==> config.mk <==
export PLATFORM = sky130hd
export DESIGN_NAME = apb_splitter
export DESIGN_NICKNAME = d
export VERILOG_FILES = /design/src/rtl/apb_pkg.sv /design/src/rtl/apb_addr_decoder.sv /design/src/rtl/apb_splitter.sv
export SDC_FILE = /design/constraint.sdc
export NUM_CORES = 1
export LEC_CHECK = 0
export BUFFER_PORTS_ARGS = -buffer_cell sky130_fd_sc_hd__buf_2
export CORE_AREA = 2 2 126 128
export DETAILED_ROUTE_END_ITERATION = 8
export DIE_AREA = 0 0 128 130
export PLACE_DENSITY = 0.71
export SYNTH_ARGS = -nofsm -noshare
export SYNTH_HDL_FRONTEND = slang
export SYNTH_SLANG_ARGS = --single-unit
==> constraint.sdc <==
create_clock -name pclk -period 2.6 [get_ports pclk]
set_clock_uncertainty 0.15 [all_clocks]
set_input_delay 0.13 -clock pclk [delete_from_list [all_inputs] [get_ports pclk]]
set_output_delay 0.13 -clock pclk [all_outputs]
set_load 0.02 [all_outputs]
==> src/rtl/apb_pkg.sv <==
// Shared types and helpers for the APB splitter: FSM state encoding,
// timeout counter sizing and address window arithmetic.
package apb_pkg;

  typedef enum logic [1:0] {
    ST_IDLE,
    ST_SETUP,
    ST_ACCESS,
    ST_RESP
  } apb_state_e;

  // Counter must hold 0..TIMEOUT; a disabled timeout still needs one bit.
  function automatic int unsigned cnt_w(input int unsigned to);
    return (to < 1) ? 1 : $clog2(to + 1);
  endfunction

  localparam int unsigned TO_CNT_W_DFLT = cnt_w(255);

  // First byte past the last window, computed wide so it cannot wrap at AW.
  function automatic logic [63:0] win_end(input logic [63:0] base,
                                          input int unsigned num_s,
                                          input int unsigned win_aw);
    return base + (64'(num_s) << win_aw);
  endfunction

endpackage

==> src/rtl/apb_addr_decoder.sv <==
// Combinational window decoder: NUM_S equal windows of 2^WIN_AW bytes
// starting at BASE_ADDR; one-hot hit or miss.
module apb_addr_decoder #(
  parameter int              AW        = 32,
  parameter int              NUM_S     = 4,
  parameter int              WIN_AW    = 12,
  parameter logic [AW-1:0]   BASE_ADDR = '0
) (
  input  logic [AW-1:0]    paddr,
  output logic [NUM_S-1:0] hit,
  output logic             miss
);
  import apb_pkg::*;

  localparam logic [63:0] END_A = win_end(64'(BASE_ADDR), NUM_S, WIN_AW);

  logic [63:0]   addr_w;
  logic          in_rng;
  logic [AW-1:0] off;
  logic [AW-1:0] win_idx;

  assign addr_w  = 64'(paddr);
  assign in_rng  = (addr_w >= 64'(BASE_ADDR)) && (addr_w < END_A);
  assign off     = paddr - BASE_ADDR;
  assign win_idx = off >> WIN_AW;

  for (genvar i = 0; i < NUM_S; i++) begin : g_hit
    assign hit[i] = in_rng && (win_idx == AW'(i));
  end

  assign miss = !in_rng;

endmodule

==> src/rtl/apb_splitter.sv <==
// APB 1-to-NUM_S splitter / register slice with decode-miss error and
// access timeout. Every output comes straight from a flop.
module apb_splitter #(
  parameter int            AW        = 32,
  parameter int            DW        = 32,
  parameter int            PROT_W    = 3,
  parameter int            PSTRB_W   = 4,
  parameter int            NUM_S     = 4,
  parameter int            WIN_AW    = 12,
  parameter logic [AW-1:0] BASE_ADDR = '0,
  parameter int            TIMEOUT   = 255
) (
  input  logic                pclk,
  input  logic                preset_n,
  input  logic                s_psel,
  input  logic                s_penable,
  input  logic                s_pwrite,
  input  logic [PROT_W-1:0]   s_pprot,
  input  logic [AW-1:0]       s_paddr,
  input  logic [DW-1:0]       s_pwdata,
  input  logic [PSTRB_W-1:0]  s_pstrb,
  output logic                s_pready,
  output logic                s_pslverr,
  output logic [DW-1:0]       s_prdata,
  output logic [NUM_S-1:0]    m_psel,
  output logic                m_penable,
  output logic                m_pwrite,
  output logic [PROT_W-1:0]   m_pprot,
  output logic [AW-1:0]       m_paddr,
  output logic [DW-1:0]       m_pwdata,
  output logic [PSTRB_W-1:0]  m_pstrb,
  input  logic [NUM_S-1:0]    m_pready,
  input  logic [NUM_S-1:0]    m_pslverr,
  input  logic [NUM_S*DW-1:0] m_prdata
);
  import apb_pkg::*;

  localparam int CNT_W = int'(cnt_w(TIMEOUT));
  localparam logic [CNT_W-1:0] CNT_MAX = CNT_W'(TIMEOUT);

  apb_state_e         state_q;
  logic [CNT_W-1:0]   cnt_q;
  logic               s_pready_q, s_pslverr_q;
  logic [DW-1:0]      s_prdata_q;
  logic [NUM_S-1:0]   m_psel_q;
  logic               m_penable_q, m_pwrite_q;
  logic [PROT_W-1:0]  m_pprot_q;
  logic [AW-1:0]      m_paddr_q;
  logic [DW-1:0]      m_pwdata_q;
  logic [PSTRB_W-1:0] m_pstrb_q;

  logic [NUM_S-1:0]   dec_hit;
  logic               dec_miss;
  logic               rdy_sel, err_sel, to_hit;
  logic [DW-1:0]      rd_sel;

  apb_addr_decoder #(
    .AW(AW), .NUM_S(NUM_S), .WIN_AW(WIN_AW), .BASE_ADDR(BASE_ADDR)
  ) u_dec (
    .paddr(s_paddr),
    .hit  (dec_hit),
    .miss (dec_miss)
  );

  // The registered one-hot select doubles as the response mux control.
  always_comb begin
    rd_sel  = '0;
    rdy_sel = 1'b0;
    err_sel = 1'b0;
    for (int i = 0; i < NUM_S; i++) begin
      if (m_psel_q[i]) begin
        rd_sel  = rd_sel | m_prdata[i*DW +: DW];
        rdy_sel = rdy_sel | m_pready[i];
        err_sel = err_sel | m_pslverr[i];
      end
    end
  end

  assign to_hit = (TIMEOUT > 0) && (cnt_q == CNT_MAX);

  always_ff @(posedge pclk or negedge preset_n) begin
    if (!preset_n) begin
      state_q     <= ST_IDLE;
      cnt_q       <= '0;
      s_pready_q  <= 1'b0;
      s_pslverr_q <= 1'b0;
      s_prdata_q  <= '0;
      m_psel_q    <= '0;
      m_penable_q <= 1'b0;
      m_pwrite_q  <= 1'b0;
      m_pprot_q   <= '0;
      m_paddr_q   <= '0;
      m_pwdata_q  <= '0;
      m_pstrb_q   <= '0;
    end else begin
      unique case (state_q)
        ST_IDLE: begin
          if (s_psel && !s_penable) begin
            m_pwrite_q <= s_pwrite;
            m_pprot_q  <= s_pprot;
            m_paddr_q  <= s_paddr;
            m_pwdata_q <= s_pwdata;
            m_pstrb_q  <= s_pstrb;
            if (dec_miss) begin
              state_q     <= ST_RESP;
              s_pready_q  <= 1'b1;
              s_pslverr_q <= 1'b1;
              s_prdata_q  <= '0;
            end else begin
              state_q  <= ST_SETUP;
              m_psel_q <= dec_hit;
            end
          end
        end
        ST_SETUP: begin
          m_penable_q <= 1'b1;
          cnt_q       <= '0;
          state_q     <= ST_ACCESS;
        end
        ST_ACCESS: begin
          if (rdy_sel) begin
            state_q     <= ST_RESP;
            m_psel_q    <= '0;
            m_penable_q <= 1'b0;
            s_pready_q  <= 1'b1;
            s_pslverr_q <= err_sel;
            s_prdata_q  <= m_pwrite_q ? '0 : rd_sel;
          end else if (to_hit) begin
            state_q     <= ST_RESP;
            m_psel_q    <= '0;
            m_penable_q <= 1'b0;
            s_pready_q  <= 1'b1;
            s_pslverr_q <= 1'b1;
            s_prdata_q  <= '0;
          end else if (cnt_q != CNT_MAX) begin
            cnt_q <= cnt_q + 1'b1;
          end
        end
        ST_RESP: begin
          state_q     <= ST_IDLE;
          s_pready_q  <= 1'b0;
          s_pslverr_q <= 1'b0;
          s_prdata_q  <= '0;
        end
        default: state_q <= ST_IDLE;
      endcase
    end
  end

  assign s_pready  = s_pready_q;
  assign s_pslverr = s_pslverr_q;
  assign s_prdata  = s_prdata_q;
  assign m_psel    = m_psel_q;
  assign m_penable = m_penable_q;
  assign m_pwrite  = m_pwrite_q;
  assign m_pprot   = m_pprot_q;
  assign m_paddr   = m_paddr_q;
  assign m_pwdata  = m_pwdata_q;
  assign m_pstrb   = m_pstrb_q;

endmodule

; Word-level counts from Yosys, hierarchy flattened
; Cells that the tools add are included.
[classes]
n_addsub = 1
eq_ne = 15
bitwise = 9
n_reduce_logical = 18
n_lt_le_gt_ge = 2
mux = 42
[op_table]
columns = operator, count
row1 = 32-bit 2-to-1 mux, 9
row2 = 32-bit bitwise OR, 3
row3 = 32-bit case mux with 3 select lines, 1
row4 = 20-bit by 2-bit == test with 1-bit output (second input constant), 2
row5 = 32-bit by 1-bit >= comparator with 1-bit output (second input constant), 1
row6 = 32-bit zero test, 1
row7 = 32-bit by 15-bit less-than comparator with 1-bit output (second input constant), 1
row8 = 8-bit 2-to-1 mux, 3
row9 = 20-bit by 1-bit == test with 1-bit output (second input constant), 1
row10 = 4-bit 2-to-1 mux, 4
row11 = 8-bit case mux with 2 select lines, 1
row12 = 1-bit 2-to-1 mux, 15
row13 = 4-bit AND reduction, 3
row14 = 2-bit inequality test (second input constant), 5
row15 = 8-bit by 1-bit adder with 8-bit output (second input constant), 1
row16 = 8-bit == test (second input constant), 1
row17 = 2-bit 2-to-1 mux, 4
row18 = 8-bit inequality test (second input constant), 1
row19 = 2-bit case mux with 4 select lines, 1
row20 = 4-bit case mux with 2 select lines, 1
row21 = 1-bit logical AND, 6
row22 = 1-bit bitwise OR, 6
row23 = 1-bit case mux with 3 select lines, 2
row24 = 2-bit AND reduction, 3
row25 = 9 further kinds, 11
[totals]
ff_bits = 121
out_inout_bits = 111
in_bits = 212

; Logic depth before layout (Yosys ltp)
; Gate-level depths: netlist of the first run.
[depth]
ltp_word = 10
ltp_mapped = 8

; Modules after synthesis
; Synthesis of the first run repeated with hierarchy kept, for this count alone.
[hier_totals]
cells_unflattened = 444
hier_area_um2 = 5803.1
[by_module_without_submodules]
columns = mod, area_each_um2, cells_each, n_inst
row1 = apb_splitter, 5701.7, 430, 1
row2 = apb_addr_decoder, 101.3, 14, 1

; Least setup slack after synthesis of the first run
; Ideal clock, no wire load.
[synth_path]
path_kind = register to register
start = reg state_q[0]
end = reg s_prdata_q[0], in the netlist s_prdata[0]
period_less_slack_ps = 2364
path_slack_ps = 236
stages_incl_launch_ff = 9
t_required_ps = 2325
n_path_buf = 2
arrival_ps = 2089
cell_sequence = dfrtp_1 > inv_1 > ha_1 > clkbuf_1 > nand3_2 > nor2_2 > a2111oi_4 > buf_6 > mux2_4
[synth_between]
elab_chain_len = 3
[synth_lines]
columns = item, line
row1 = start: declaration, apb_splitter.sv:41  ; apb_state_e state_q;
row2 = start signal: assignment, apb_splitter.sv:83  ; state_q <= ST_IDLE;
row3 = start signal: assignment, apb_splitter.sv:105  ; state_q <= ST_RESP;
row4 = start signal: assignment, apb_splitter.sv:110  ; state_q <= ST_SETUP;
row5 = 2-bit == test or 2-bit zero test (tied branches), apb_splitter.sv:96  ; unique case (state_q)
row6 = "3-bit inequality test (no line), or another cell as far along", --
row7 = 4-bit AND reduction (no line), --
row8 = end signal: assignment, apb_splitter.sv:127  ; s_prdata_q <= m_pwrite_q ? '0 : rd_sel;
row9 = end: declaration, apb_splitter.sv:44  ; logic [DW-1:0] s_prdata_q;
; Several ways; a longest one is shown, not always the timed one.
; A chain may end at the register's enable or synchronous reset.

; Worst setup path in the final report of the first run
[layout_path]
start = reg m_psel_q[1], in the netlist m_psel[1]
end = reg s_prdata_q[9], in the netlist s_prdata[9]
[layout_between]
elab_chain_len = 8
[layout_lines]
columns = item, line
row1 = start: declaration, apb_splitter.sv:45  ; logic [NUM_S-1:0] m_psel_q;
row2 = start signal: assignment, apb_splitter.sv:111  ; m_psel_q <= dec_hit;
row3 = 32-bit 2-to-1 mux, apb_splitter.sv:71  ; if (m_psel_q[i]) begin
row4 = 32-bit bitwise OR, apb_splitter.sv:72  ; rd_sel = rd_sel | m_prdata[i*DW +: DW];
row5 = 32-bit 2-to-1 mux, apb_splitter.sv:71
row6 = 32-bit bitwise OR, apb_splitter.sv:72
row7 = 32-bit 2-to-1 mux, apb_splitter.sv:71
row8 = 32-bit 2-to-1 mux, apb_splitter.sv:127
row9 = 32-bit 2-to-1 mux, apb_splitter.sv:121  ; if (rdy_sel) begin
row10 = 32-bit case mux with 3 select lines, apb_splitter.sv:96
; Several ways; a longest one is shown, not always the timed one.

==> results of run 1 <==
==> logic make-up after synthesis <==
logic type	Yosys count	share of synthesized area (%)
buffers and inverters	39	3.05
adders and majority gates	6	1.32
xor gates and xnor gates	4	0.615
and+or+nand+nor	48	4.77
muxes	105	22.6
AOI/OAI and AO/OA	118	14.5
DFF	121	53.2
==> synthesized netlist by cell type, drive strengths merged (2+ instances only) <==
cell    count
o21ai       6
clkbuf     25
a32o        4
or2         2
dfrtp     121
a22oi      66
nand2b      2
a21oi      33
nand3       9
xnor2       4
ha          6
nor2        8
nand4       2
nand2       9
nor2b       3
mux2      103
inv         7
nor3        2
nor4        8
mux2i       2
buf         7
==> registers in the layout, indices dropped and copies added (netlist names) <==
register,flops
m_pstrb,4
m_pwrite,1
m_penable,1
cnt_q,8
m_pprot,3
m_psel,4
state_q,2
s_pready,1
m_paddr,32
s_pslverr,1
s_prdata,32
m_pwdata,32
==> per-stage QoR <==
| stage | util (%) | cell area, µm² | cells | total power [mW] | worst slack [ps] |
|---|---|---|---|---|---|
| 2_1_floorplan | - | 5700 | 441 | 4.94 | 236 |
| 3_3_place_gp | 48.9 | 7540 | 936 | 6.04 | 347 |
| 3_5_place_dp | 48.9 | 7540 | 936 | 6.11 | 281 |
| 4_1_cts | 58.4 | 9010 | 1059 | 8.45 | 50.3 |
| 5_1_grt | 58.5 | 9020 | 1060 | 8.93 | 11.7 |
| 6_report | 58.5 | 9020 | 1060 | 8.49 | 67.0 |
==> worst register-to-register path, delay by kind of cell, from the launching register on <==
kind                   cells  cell delay, ps
AO/OA/AOI/OAI              2             280
buffers and inverters      3            1340
flip-flops                 1             400
multiplexers               1             260
==> worst paths after layout <==
check                      depth (start not counted)      endpoint  slack, ps
max                                                6   s_prdata[9]         70
max reg2reg                                        6   s_prdata[9]         70
max in group asynchronous                          3   s_prdata[7]       1490
min reg2reg                                        1   m_paddr[17]        350
min                                                4  s_prdata[28]         20
min in group asynchronous                          2    m_paddr[1]         70
==> metal layers <==
| layer | track usage (%) | wire, µm | vias up |
|---|---|---|---|
| met3 | 8.57 | 1670 | 36 |
| met1 | 25.1 | 7320 | 2590 |
| met2 | 39.7 | 9570 | 260 |
| met5 | 0 | 0 | - |
| met4 | 9.63 | 546 | 0 |
| li1 | - | - | 2485 |
==> power by group <==
part | leakage (nW) | internal (mW) | switching (mW)
combinational | 2.64 | 1.45 | 1.90
sequential | 1.53 | 2.53 | 0.412
clock | 0.262 | 1.31 | 0.881
==> cell type report <==
class / count / area, µm²
sequential: 121 / 3030
multi-input combinational: 281 / 2500
tap: 192 / 240
inverter: 7 / 26.3
clock inverter: 14 / 124
clock buffer: 17 / 425
antenna: 1 / 2.50
timing repair buffer: 427 / 2680
fill: 1247 / 6400
==> timing repair <==
item	in CTS	in global routing
setup endpoints to repair	0	4
hold buffers	92	0
gates resized for setup	0	3
endpoints found under the hold margin	183	0
==> layout by cell type, fill, tap and decap left out, types with 4 or more instances in the layout <==
master         count
clkbuf_16         17
mux2_2            74
mux2_4            29
dfrtp_1          121
xnor2_1            4
inv_1              7
dlygate4sd3_1     92
clkinvlp_4         4
nand2_1            9
nor4_1             8
nor2_1             6
a22oi_1           66
nand3_1            8
buf_4              8
clkinv_2           4
ha_1               6
buf_2            321
o21ai_0            6
a21oi_1           33
a32o_1             4
==> flow_summary.ini, run 1 <==
[logic_synthesis]
ys_seq_elements = 121
syn-cell-area_um2 = 5700
netlist_instances = 441
synth.avg_cell_area_um2 = 12.9
ys.flop_type = dfrtp_1
synth_edf_count = 0
yosys_warnings = 0
yosysTopAreaCellShare_pct = 53.2
synthTopCellsByArea = dfrtp_1 (53%), mux2_2 (15%), a22oi_1 (8.7%)
synth_fp_nets = 659
synth-seq-area-share_pct = 53.2
async_flop_share_pct = 100
synth_area_leader_cell = dfrtp_1
ys_types = 39

[detailed_routing]
first_pass_iters = 4
routed_wl_um = 19100
ant_nets = 0
vias = 5371
wl_per_cell_um = 18.0
drcViolationCount = 0
viasPerCell = 5.07
drt_iter0_drc = 247

[timing]
worstMarginPinSlew_ps = 726
period_minus_slack_ps = 2530
rsz0062_at_grt = no
finalCritPeriodShare_pct = 97.4
slew_headroom_pct = 51.0
finalHoldViolations = 0
timing.hold.ws_ps = 18.6
slew_viol_final = 0
setup_tns_ps = 0
setup_viol = 0
fmax_ghz = 0.395

[grt]
antenna_found_initial = 1
grt_overflow_total = 0
grt_pass1_wl_um = 29000
grt_pass1_vias = 5632
grtUsageTotal_pct = 22.8
grt_max_degree = 63

[critical_path]
required_ps = 2740
path_class = reg -> reg
crit_slowest_cell = dlygate4sd3_1
worstPathBufferInverterCount = 3
critPathArrivalTime_ps = 2680
critPathMaxStageDelay_ps = 570
crit_top_cell = dlygate4sd3_1
rr_startpoint = m_psel[1]
startpoint = m_psel[1]
path_max_fanout = 35
crit_family = buffers and inverters
cp_cell_sequence = buf_6 -> a22oi_1 -> dlygate4sd3_1 -> a21oi_1 -> dlygate4sd3_1 -> mux2_4
end_kind = flop
cp-start-kind = flop

[flow_run]
drv_cap = 0

[status]
status = complete, no violations

[placed_design]
gp_congestion = 0.843
dpl.hpwl_um = 12600
io_buffers = 322

[die]
dieArea_um2 = 16600
coreArea_um2 = 15400
pin_count = 323
rows = 46
fp.dieH_um = 130
floorplan.initialDensity_pct = 36.9
fp.dieW_um = 128

[hold_path]
holdCritPathClass = in -> reg
worstHoldStart = m_prdata[28]

[layout]
finalNetCount = 1073
syn2layout_area_growth_pct = 58.4
layout-drive-gt1-share_pct = 54.9

[power]
power_density_nw_per_um2 = 940
cellLeakagePower_nw = 4.43
peakVddDrop_mv = 0.709

[clocking]
clk_pin_slew_ps = 60
cts-buffers-inserted = 17
post_cts_buffers = 0
cts_tree = done
clock_latency_ps = 410
cts_max_path_buffers = 2
cts_root_buffer = clkbuf_16
cts_sinks = 121
htree_levels = 4
No activity file was read; power rests on OpenSTA's default activity.
==> run 2, diff against run 1 <==
Settings changed: CORE_AREA 2 2 126 128 to 2 2 124 126, DIE_AREA 0 0 128 130 to 0 0 126 128, PLACE_DENSITY 0.71 to 0.73, SYNTH_HIERARCHICAL from default to 1.
==> run 2 against run 1 <==
  * Sequential share of layout area about the same
  * Fmax rose by 3.8%
  * Utilization increased by 2.2 points
==> flow_summary.ini, run 2 <==
[status]
status = complete, no violations

[critical_path]
cp-start-kind = input pin
required_ps = 2730
reg2reg_setup_slack_ps = 400
critPathArrivalTime_ps = 2580
path_max_fanout = 19
end_kind = flop
path_class = in -> reg

[power]
clkPwrFrac_pct = 26.4
p_comb_share_pct = 38.9
power_density_nw_per_um2 = 923
seqPwrFrac_pct = 34.7
internal_power_mw = 5.31
cellLeakagePower_nw = 4.44
peakVddDrop_mv = 0.591
switching_share_pct = 36.2
switching_power_mw = 3.02

[clocking]
cts_sinks = 121
clock_latency_ps = 410
post_cts_buffers = 0
cts_max_path_buffers = 2
cts_root_buffer = clkbuf_16
cts_tree = done
cts_resized = 0
htree_levels = 4
clk_pin_slew_ps = 50
ctsHoldBuffers = 88
cts-buffers-inserted = 17

[logic_synthesis]
yosysMostFrequentCell = dfrtp_1
synth-seq-area-share_pct = 52.2
synth.avg_cell_area_um2 = 13.1
ys.flop_type = dfrtp_1
async_flop_share_pct = 100
synth_fp_nets = 662
ys_seq_elements = 121
synth_area_leader_cell = dfrtp_1
synth_edf_count = 0
synth_commonest_cells = dfrtp_1 (121), mux2_2 (72), a22oi_1 (64)
netlist_instances = 444
synthTopCellsByArea = dfrtp_1 (52%), mux2_2 (14%), a22oi_1 (8.3%)
yosysTopAreaCellShare_pct = 52.2
yosys_warnings = 6
syn-cell-area_um2 = 5800
ys_types = 43

[detailed_routing]
first_pass_iters = 4
drcViolationCount = 0
drt_iter0_drc = 207
vias = 5321
wl_per_cell_um = 17.6
routed_wl_um = 18500
ant_nets = 0
viasPerCell = 5.06

[layout]
fin_cells = 1052
fin_util_pct = 60.7
layout_commonest_cell = buf_2
final_cell_mix = buf_2 (321), dfrtp_1 (121), dlygate4sd3_1 (88), mux2_2 (72), a22oi_1 (64)
layout-drive-gt1-share_pct = 54.8
finalNetCount = 1070
syn2layout_area_growth_pct = 55.4

[timing]
period_minus_slack_ps = 2440
setup_viol = 0
finalHoldViolations = 0
setup_tns_ps = 0
slew_headroom_pct = 64.7
finalCritPeriodShare_pct = 93.9
worstMarginPinSlew_ps = 527
rsz0062_at_grt = no
fmax_ghz = 0.410
slew_viol_final = 0

[grt]
grt_pass1_vias = 5506
grt_overflow_total = 0
grtUsageTotal_pct = 22.6
grt_max_degree = 73
antenna_found_initial = 1
grt_pass1_wl_um = 28500

[die]
fp.dieH_um = 128
dieArea_um2 = 16100
fp.dieW_um = 126
floorplan.initialDensity_pct = 39.0
rows = 45
coreArea_um2 = 14900
pin_count = 323

[flow_run]
drv_cap = 0

[placed_design]
io_buffers = 322
gp_congestion = 0.842
dp.cells = 933
dpl.hpwl_um = 12700

[hold_path]
holdCritPathClass = in -> reg
==> run 2: changes by cell type after synthesis, sizes merged, moves of 3 or more <==
cell,change
xnor2,-4
a32o,-4
buf,+8
clkbuf,-9
mux2i,+5
o21ai,-3
a22o,+6
a21oi,+3
and3,+3
==> run 2: layout make-up <==
class                           instances  area, µm²
Clock inverter                         10       97.6
Multi-Input combinational cell        286       2580
Clock buffer                           20        457
Sequential cell                       121       3030
Fill cell                            1186       5850
Antenna cell                            1       2.50
Tap cell                              188        235
Timing Repair Buffer                  420       2590
Inverter                                6       22.5
==> run 2: routing by layer <==
metal  track usage [%]  vias to the layer above  wire length, µm
met5                 0                        -                0
met1              26.9                     2539             7150
met3              7.10                       37             1430
met2              38.5                      251             9320
li1                  -                     2494                -
met4              8.99                        0              591
==> run 2: through the flow <==
step | power [mW] | hold slack (ps) | area [µm²] | worst slack (ps)
detailed placement | 6.03 | -110 | 7580 | 282
global placement | 5.97 | -111 | 7580 | 373
finish | 8.32 | 20.1 | 9020 | 159
global route | 8.78 | 18.5 | 9020 | 72.2
floorplan | 4.98 | -316 | 5800 | 583
CTS | 8.35 | 0.140 | 9010 | 165
==> run 2: power by group through the flow <==
| stage | sequential [mW] | combinational, mW | clock, mW |
|---|---|---|---|
| after floorplan | 3.61 | 1.37 | 0 |
| after global placement | 2.86 | 3.11 | 0 |
| after detailed placement | 2.89 | 3.14 | 0 |
| after CTS | 2.87 | 3.25 | 2.24 |
| after global routing | 2.97 | 3.47 | 2.34 |
| final | 2.89 | 3.24 | 2.19 |
==> run 2: cell families after synthesis <==
group,Yosys count,synth area share [%]
flops,121,52.2
mux,112,23.5
compound gates,122,14.9
buf+inv,37,3.36
simple gates,46,4.85
fa+ha+maj,6,1.29
==> run 2: final timing paths <==
check	end	cells after the start	startpoint
setup / recovery	s_prdata[24]	10	s_paddr[27]
hold / removal	s_prdata[23]	4	m_prdata[87]
setup reg to reg	s_prdata[24]	6	state_q[0]
hold reg to reg	s_prdata[25]	1	s_prdata[25]
max in group asynchronous	state_q[0]	4	preset_n
min in group asynchronous	state_q[1]	3	preset_n
==> run 2: worst max-delay path: stages <==
cell and delay (ps):
dlygate4sd3_1 540, buf_2 140, nor4_2 340, nand3_2 190
or2_1 300, nor2b_1 150, nor2_1 60, o211a_2 140
buf_4 240, mux2_1 340
==> run 3, diff against run 2 <==
Clock period 2.6 ns to 2.38 ns, I/O delays scaled along.
==> run 3 against run 2 <==
  * Register-to-register slack lost 180 ps
  * Combinational power up 12%
  * Final cell count rose by 0.76%
  * Routed wire length is 1.5% higher
  * Clock power grew 8%
  * Setup slack worse by 60 ps
  * Largest cell class unchanged
  * Count of clock-buffer cells in the layout unchanged
  * Highest routed layer unchanged
==> flow_summary.ini, run 3 (synthesis results as in run 2) <==
[layout]
fin_util_pct = 61.4
layout-drive-gt1-share_pct = 54.6
syn2layout_area_growth_pct = 57.2
finalNetCount = 1077
layout_commonest_cell = buf_2
final_area_um2 = 9120
final_cell_mix = buf_2 (321), dfrtp_1 (121), dlygate4sd3_1 (94), mux2_2 (72), a22oi_1 (64)
fin_cells = 1060
n_fill_cell = 1183

[timing]
rsz0062_at_grt = no
finalHoldViolations = 0
timing.hold.ws_ps = 23.2
slew_headroom_pct = 66.8
worstMarginPinSlew_ps = 498
fmax_ghz = 0.438
slew_viol_final = 0
finalCritPeriodShare_pct = 95.9
setup_viol = 0
period_minus_slack_ps = 2280
setup_tns_ps = 0

[power]
peakVddDrop_mv = 0.786
cellLeakagePower_nw = 4.47
power_density_nw_per_um2 = 1000

[clocking]
cts_max_path_buffers = 2
htree_levels = 4
clk_pin_slew_ps = 50
cts_root_buffer = clkbuf_16
cts_tree = done
cts-buffers-inserted = 17
clock_latency_ps = 400
cts_sinks = 121

[detailed_routing]
drcViolationCount = 0
first_pass_iters = 4
ant_nets = 0
routed_wl_um = 18800
wl_per_cell_um = 17.7
vias = 5407
viasPerCell = 5.10
drt_iter0_drc = 224

[grt]
grt_pass1_wl_um = 28700
grt_overflow_total = 0
grt_max_degree = 80
antenna_found_initial = 0
grtUsageTotal_pct = 22.8
grt_pass1_vias = 5614

[critical_path]
required_ps = 2510
critPathMaxStageDelay_ps = 540
cp-start-kind = input pin
crit_family = simple AND/OR/NAND/NOR gates
cp_cell_sequence = dlygate4sd3_1 -> buf_2 -> nor4_1 -> nand2_1 -> or2_1 -> nor2b_2 -> nor2_1 -> o211a_2 -> buf_12 -> mux2_1
critPathArrivalTime_ps = 2410
path_max_fanout = 18
path_class = in -> reg
end_kind = flop
worstPathBufferInverterCount = 3
crit_slowest_cell = dlygate4sd3_1

[die]
coreArea_um2 = 14900
floorplan.initialDensity_pct = 39.0
fp.dieH_um = 128
fp.dieW_um = 126
dieArea_um2 = 16100
pin_count = 323
rows = 45

[placed_design]
gp_congestion = 0.817
dp.cells = 933
dpl.hpwl_um = 12700
io_buffers = 322
place_area_um2 = 7600

[hold_path]
holdCritPathClass = in -> reg

[flow_run]
drv_cap = 0

[status]
status = complete, no violations
-- run 3: per-layer routing --
| layer | wire length (µm) | part of all wire, % | GRT usage, % | vias up |
|---|---|---|---|---|
| met2 | 9690 | 52 | 40.2 | 243 |
| met4 | 476 | 2.5 | 9.63 | 0 |
| met3 | 1390 | 7.4 | 6.34 | 38 |
| li1 | - | - | - | 2517 |
| met5 | 0 | 0 | 0 | - |
| met1 | 7210 | 38 | 26.0 | 2609 |
-- run 3: area by class of cell --
cell class	count	area [µm²]	share of cell area, %
flip-flops and latches	121	3030	33.2
repair buffers	427	2690	29.5
multi-input cells	286	2600	28.5
clock buffers	20	447	4.90
well taps	188	235	2.58
clock inverters	11	101	1.11
inverters	6	22.5	0.247
diodes	1	2.50	0.0274
-- run 3: metrics by stage --
step / total power [mW] / setup WS [ps]
global placement: 6.58 / 221
floorplan: 5.44 / 363
detailed placement: 6.66 / 156
finish: 9.15 / 98.3
global route: 9.65 / 11.5
CTS: 9.18 / 43.1
-- run 3: worst reg2reg max path, delay by kind of cell (launching register included) --
kind,cells,cell delay (ps)
compound gates,2,280
flops,1,490
buf+inv,2,870
mux,1,270
-- run 3: power breakdown --
part / internal, mW / switching [mW]
Sequential: 2.77 / 0.386
Clock: 1.45 / 0.910
Combinational: 1.62 / 2.01
Total: 5.84 / 3.30
-- run 3: final timing paths --
| check | slack, ps | to | cells after the start | startpoint |
|---|---|---|---|---|
| worst min-delay path | 20 | s_prdata[6] | 4 | m_prdata[102] |
| max in group asynchronous | 1370 | m_pwdata[31] | 3 | preset_n |
| min in group asynchronous | 150 | m_paddr[29] | 3 | preset_n |
| worst min register to register | 330 | s_pslverr | 1 | s_pslverr |
| worst max register to register | 220 | s_prdata[8] | 5 | m_psel[0] |
| worst max-delay path | 100 | s_prdata[25] | 10 | s_paddr[21] |
-- run 3: repair_timing --
item,4_1_cts,5_1_grt
gates resized for setup,0,3
endpoints found under the hold margin,208,0
setup endpoints to repair,0,33
hold buffers,94,0
setup buffers,0,1
